File: config.mk
export PLATFORM = sky130hd
export DESIGN_NAME = mem_bus_arbiter
export DESIGN_NICKNAME = d
export VERILOG_FILES = /design/src/rtl/mem_bus_arbiter.sv
export SDC_FILE = /design/constraint.sdc
export NUM_CORES = 1
export LEC_CHECK = 0
export CAP_MARGIN = 10
export CORE_AREA = 2 2 132 134
export DETAILED_ROUTE_END_ITERATION = 16
export DIE_AREA = 0 0 134 136
export GPL_TIMING_DRIVEN = 0
export PLACE_DENSITY = 0.62
export REMOVE_ABC_BUFFERS = 1
export SETUP_SLACK_MARGIN = 0.15
export SKIP_LAST_GASP = 1
export SYNTH_ARGS = -nofsm -noshare
export SYNTH_HDL_FRONTEND = slang
export SYNTH_SLANG_ARGS = --single-unit
File: constraint.sdc
create_clock -name clk -period 5.8 [get_ports clk]
set_clock_uncertainty 0.05 [all_clocks]
set_input_delay 1.74 -clock clk [delete_from_list [all_inputs] [get_ports clk]]
set_output_delay 1.74 -clock clk [all_outputs]
set_load 0.03 [all_outputs]
File: src/rtl/mem_bus_arbiter.sv
// Two-master round-robin arbiter for the single MMIO bus, with a bus watchdog
// that completes stalled transfers with an error word and latches error status.
module mem_bus_arbiter #(
  parameter int unsigned TIMEOUT_CYCLES = 256,
  parameter logic [31:0] ERR_RDATA      = 32'hdeadbeef
) (
  input  logic        clk,
  input  logic        rst,
  input  logic        m0_valid,
  output logic        m0_ready,
  input  logic [31:0] m0_addr,
  input  logic [31:0] m0_wdata,
  input  logic [3:0]  m0_wstrb,
  output logic [31:0] m0_rdata,
  input  logic        m1_valid,
  output logic        m1_ready,
  input  logic [31:0] m1_addr,
  input  logic [31:0] m1_wdata,
  input  logic [3:0]  m1_wstrb,
  output logic [31:0] m1_rdata,
  output logic        s_valid,
  input  logic        s_ready,
  output logic [31:0] s_addr,
  output logic [31:0] s_wdata,
  output logic [3:0]  s_wstrb,
  input  logic [31:0] s_rdata,
  output logic        err_flag,
  output logic [31:0] err_addr,
  output logic        err_master,
  input  logic        err_clear
);

  localparam int unsigned AW  = 32;
  localparam int unsigned DW  = 32;
  localparam int unsigned SW  = 4;
  localparam int unsigned WDW = $clog2(TIMEOUT_CYCLES);
  localparam logic [WDW-1:0] WDOG_LAST = WDW'(TIMEOUT_CYCLES - 1);

  typedef struct packed {
    logic [AW-1:0] addr;
    logic [DW-1:0] wdata;
    logic [SW-1:0] wstrb;
  } bus_req_t;

  typedef enum logic {
    ST_IDLE = 1'b0,
    ST_BUSY = 1'b1
  } state_e;

  state_e         state_q, state_d;
  logic           owner_q, owner_d;
  logic           last_q, last_d;
  logic [WDW-1:0] wdog_q, wdog_d;
  logic           err_flag_q, err_flag_d;
  logic [AW-1:0]  err_addr_q, err_addr_d;
  logic           err_master_q, err_master_d;

  bus_req_t       own_req;
  logic           own_valid;
  logic           grant_ready;
  logic [DW-1:0]  grant_rdata;

  // Request of the current owner, forwarded to the slave while BUSY
  always_comb begin
    own_req   = owner_q ? bus_req_t'{m1_addr, m1_wdata, m1_wstrb}
                        : bus_req_t'{m0_addr, m0_wdata, m0_wstrb};
    own_valid = owner_q ? m1_valid : m0_valid;
  end

  always_ff @(posedge clk) begin
    if (rst) begin
      state_q      <= ST_IDLE;
      owner_q      <= 1'b0;
      last_q       <= 1'b1;
      wdog_q       <= '0;
      err_flag_q   <= 1'b0;
      err_addr_q   <= '0;
      err_master_q <= 1'b0;
    end else begin
      state_q      <= state_d;
      owner_q      <= owner_d;
      last_q       <= last_d;
      wdog_q       <= wdog_d;
      err_flag_q   <= err_flag_d;
      err_addr_q   <= err_addr_d;
      err_master_q <= err_master_d;
    end
  end

  always_comb begin
    state_d      = state_q;
    owner_d      = owner_q;
    last_d       = last_q;
    wdog_d       = wdog_q;
    err_flag_d   = err_flag_q;
    err_addr_d   = err_addr_q;
    err_master_d = err_master_q;
    s_valid      = 1'b0;
    s_addr       = '0;
    s_wdata      = '0;
    s_wstrb      = '0;
    grant_ready  = 1'b0;
    grant_rdata  = '0;

    if (err_clear) begin
      err_flag_d = 1'b0;
    end

    unique case (state_q)
      ST_IDLE: begin
        if (m0_valid || m1_valid) begin
          state_d = ST_BUSY;
          wdog_d  = '0;
          // Tie goes to whichever master was not served last
          owner_d = (m0_valid && m1_valid) ? ~last_q : m1_valid;
        end
      end
      ST_BUSY: begin
        s_addr      = own_req.addr;
        s_wdata     = own_req.wdata;
        s_wstrb     = own_req.wstrb;
        grant_rdata = s_rdata;
        if (!own_valid) begin
          state_d = ST_IDLE;
          wdog_d  = '0;
        end else if (s_ready) begin
          s_valid     = 1'b1;
          grant_ready = 1'b1;
          last_d      = owner_q;
          wdog_d      = '0;
          state_d     = ST_IDLE;
        end else if (wdog_q == WDOG_LAST) begin
          // Watchdog: withdraw the request and complete it with the error word
          grant_ready  = 1'b1;
          grant_rdata  = ERR_RDATA;
          err_flag_d   = 1'b1;
          err_addr_d   = own_req.addr;
          err_master_d = owner_q;
          last_d       = owner_q;
          wdog_d       = '0;
          state_d      = ST_IDLE;
        end else begin
          s_valid = 1'b1;
          wdog_d  = wdog_q + WDW'(1);
        end
      end
      default: state_d = ST_IDLE;
    endcase

    // A reset cycle aborts the transfer with no completion visible to anyone
    if (rst) begin
      s_valid     = 1'b0;
      s_addr      = '0;
      s_wdata     = '0;
      s_wstrb     = '0;
      grant_ready = 1'b0;
      grant_rdata = '0;
    end
  end

  assign m0_ready   = grant_ready & ~owner_q;
  assign m1_ready   = grant_ready & owner_q;
  assign m0_rdata   = owner_q ? '0 : grant_rdata;
  assign m1_rdata   = owner_q ? grant_rdata : '0;
  assign err_flag   = err_flag_q;
  assign err_addr   = err_addr_q;
  assign err_master = err_master_q;

endmodule

Word level (Yosys, flattened, before mapping)
Index checks and enable logic that the tools add are counted.
Widths: inputs -> output; s select.

word-level totals
  input port bits = 174
  register bits = 45
  word-level logic and storage cells = 64
  output and inout port bits = 169

cells by class
  bitwise logic cells = 6
  multiplexer cells = 42
  equality and inequality tests = 2
  reduce and logical (&&, ||, !) cells = 6
  add/subtract/negate cells = 1

operators with widths
  kind                 number
  $mux 32              11
  $mux 68              1
  $mux 8               4
  $mux 1               22
  $pmux 8 s2           1
  $add 8x1->8 const B  1
  $eq 8x8->1 const B   1
  $mux 4               2
  $not 1->1            4
  $reduce_and 4->1     1
  $reduce_and 3->1     1
  $and 1x1->1          2
  $ne 2x2->1 const B   1
  $pmux 1 s2           1
  $reduce_and 2->1     1
  $reduce_bool 2->1    1
  $logic_and 1x1->1    1
  $logic_or 1x1->1     1

Depth between registers and ports, before layout
  word-level depth = 7
  depth in mapped cells = 7
  gate-level depth less buffers = 5

Least setup slack after synthesis
No wires, ideal clock.

  path kind = input port to output port
  start = input rst
  end = output s_valid
  arrival = 3.130 ns
  required time = 4.010 ns
  setup slack = 0.880 ns
  stages = 5
  path buffers = 3
  cells stage by stage = buf_2 -> nand2b_1 -> clkbuf_1 -> buf_1 -> nor3_1

between the ends
  cells in the longest elaborated chain, start to end = 1

ends and longest elaborated chain
  what                RTL line  source
  start: declaration  8         input logic rst,
  $mux 1              151       if (rst) begin
  end: declaration    21        output logic s_valid,

No other way between the ends.

Final worst setup path
  start = input m0_valid
  end = output m1_rdata[27]

between the ends
  cells in the longest elaborated chain, start to end = 5

ends and longest elaborated chain
  what                RTL line  source
  start: declaration  9         input logic m0_valid,
  $mux 1              67        own_valid = owner_q ? m1_valid : m0_valid;
  $mux 32             123       if (!own_valid) begin
  $mux 32             109       unique case (state_q)
  $mux 32             151
  $mux 32             164       assign m1_rdata = owner_q ? grant_rdata : '0;
  end: declaration    20        output logic [31:0] m1_rdata,

No other way between the ends.

==> results.cfg <==
[status]
status = finished, final reports clean

[global_route]
grt_max_degree = 52
grt_pass1_vias = 4132
grt_overflow = 0
grt_pass1_wl_um = 23900
grt.total_usage = 0.167
grt_antenna_before_repair = 0

[synth]
synth_ff_type = dfxtp_1
synth-edff-count = 0
synth_cell_types = 35
ys.warnings.count = 0
synth_common_cells = nor2_1, mux2i_1, o21a_1
ys_ff_latch = 45
synth.area.top_cells = dfxtp_1, mux2i_1, nor2_1
ys_seq_area_frac = 0.273
synth_top_area_frac = 0.273
syn_inst = 424
async_flop_share = 0
avgSynthCellArea_um2 = 7.79
netlist_area_mm2 = 0.00330
synth_most_common_cell = nor2_1
yosys.area.top_type = dfxtp_1

[layout]
fillers = 1684
nets = 924
syn_to_final_growth_pct = 120
instances_no_fill = 975
seqCellArea_um2 = 905
diodes = 0
multiInputGateArea_mm2 = 0.00227
drive_gt1_frac = 0.0467

[worst_setup_path]
r2r_setup_slack_ps = 3090
slowest_delay_ps = 620
arrival_ps = 3760
reg2reg_to = err_master
cp-start-kind = primary input
crit_chain = clkdlybuf4s50_1 -> mux2i_4 -> nor3_4 -> buf_6 -> buf_6 -> buf_8 -> o21a_1 -> dlygate4sd2_1
path_class = in -> out
critPathCaptureType = output pin
reg2reg_from = owner_q
reg2reg_depth = 8
crit_path_top_delay_cell = clkdlybuf4s50_1
crit_top_cell = buf_6
crit_fanout = 17
critPathRequiredTime_ps = 4010

[sta]
fin_setup_tns_ps = 0
finalSetupViolCount = 0
holdWs_ps = 448
relSlewSlack = 0.432
drv_slew = 0
rsz0062_at_grt = false
tightest_slew_ps = 846
finalCritPeriodShare = 0.957
worst_slack_ps = 249
finalHoldViolCount = 0
clock.fmax_ghz = 0.180
fin_crit_ps = 5550

[route]
route.detailed.drc = 0
drt-total-wl_um = 16200
antenna_left = 0
dr.pass1.iters = 4
drt_iter0_drc = 186
viasPerCell = 4.39
vias = 4277
wire_per_inst_um = 16.6

[cts]
h-tree-depth = 2
cts_max_path_buffers = 2
cts_made_buffers = 5
clock-sinks = 45
clkLatencyLatePin_ps = 290
cts_root_buffer = clkbuf_16
postCtsHoldBufs = 0
cts_tree = built
clkTransAtPathRegs_ps = 60

[floorplanning]
fp.dieArea_mm2 = 0.0182
start_util = 0.196
num_rows = 48
pin_count = 343
die_y_um = 136
fp.dieW_um = 134
coreArea_mm2 = 0.0169

[place]
portBuffers = 342
dp_hpwl_um = 12400
dp_cells = 959
place.gp.congestion = 0.812
dp_slack_ps = -716

[job]
drv_cap = 0

[hold_path]
holdPathEnd = err_addr[7]
hold_start = err_addr[7]
min_path_type = reg -> reg
min_path_cells = 2

[pwr]
p_total_uw = 989
ir_worst_vdd_v = 0.000109
p_per_area_mw_per_mm2 = 136
p_leak_uw = 0.00305
[how the worst max path moves through the flow]
stage | start | slack, ps | depth (start not counted) | to
6_report | m0_valid | 250 | 8 | m1_rdata[27]
5_1_grt | m0_valid | 150 | 8 | m1_rdata[27]
4_1_cts | m0_valid | 150 | 6 | m0_rdata[24]
3_5_place_dp | rst | -720 | 6 | m0_rdata[24]
3_3_place_gp | rst | -4840 | 5 | m0_rdata[24]
2_1_floorplan | owner_q | -1920 | 3 | m0_rdata[0]
[metrics by stage]
stage / util / cell area [µm²]
final: 0.431 / 7270
after global routing: 0.431 / 7270
after CTS: 0.426 / 7190
after detailed placement: 0.413 / 6970
after global placement: 0.404 / 6830
after floorplan: - / 3120
[state kept, by name, indices dropped and copies added, names as in the netlist]
register,cells
err_addr,32
err_flag,1
err_master,1
last_q,1
owner_q,1
state_q,1
wdog_q,8
[repair_timing]
item | in CTS | in global routing
pin swaps | 3 | 0
gates resized for setup | 29 | 25
cloned | 1 | 1
setup buffers | 6 | 0
endpoints found under the setup margin | 135 | 60
[cell type report]
cell class,count,share of cell area
inverter,4,0.00207
multi-input combinational,336,0.312
clock inverter,1,0.000689
sequential,45,0.125
tap,225,0.0387
clock buffer,7,0.0210
timing repair buffer,357,0.501
[routing by layer]
metal  track usage  share of wire  up-vias
met2         0.295           0.48      208
met5             0              0        -
li1              -              -     2148
met4        0.0378          0.015        0
met1         0.197           0.41     1904
met3        0.0544          0.093       17
[where the power goes]
group	internal, µW	switching (µW)
registers	310	8.96
clock network	183	121
logic	197	168
total	690	298
[critical path, delay by kind of cell]
kind                   cells  cell delay [ps]
multiplexers               1              130
buffers and inverters      5             1540
AO/OA/AOI/OAI              1              120
AND/OR/NAND/NOR            1              210
[placed cells by master (no fill, tap or decap), drive strengths merged, types with 2 or more instances in the layout]
cell,instances
o211a,2
buf,16
a21oi,9
and3,19
mux2i,70
inv,4
nand2,7
nor2,112
a31oi,3
nor3,4
nand3b,3
clkbuf,7
nand2b,5
nand3,4
dlygate4sd2,24
a211oi,32
clkdlybuf4s50,293
o21ai,6
dlymetal6s2s,24
o21a,48
dfxtp,45
[kinds of logic (layout without fill, tap and decap cells)]
logic type / Yosys count / in the layout / share of synthesized area
and+or+nand+nor: 158 / 160 / 0.213
xor gates and xnor gates: 1 / 1 / 0.00265
DFF: 45 / 45 / 0.273
adders and majority gates: 1 / 1 / 0.00379
buffers and inverters: 45 / 369 / 0.0598
AOI/OAI and AO/OA: 104 / 104 / 0.232
muxes: 70 / 70 / 0.216
Note: power is estimated with default switching activity, not from simulation.
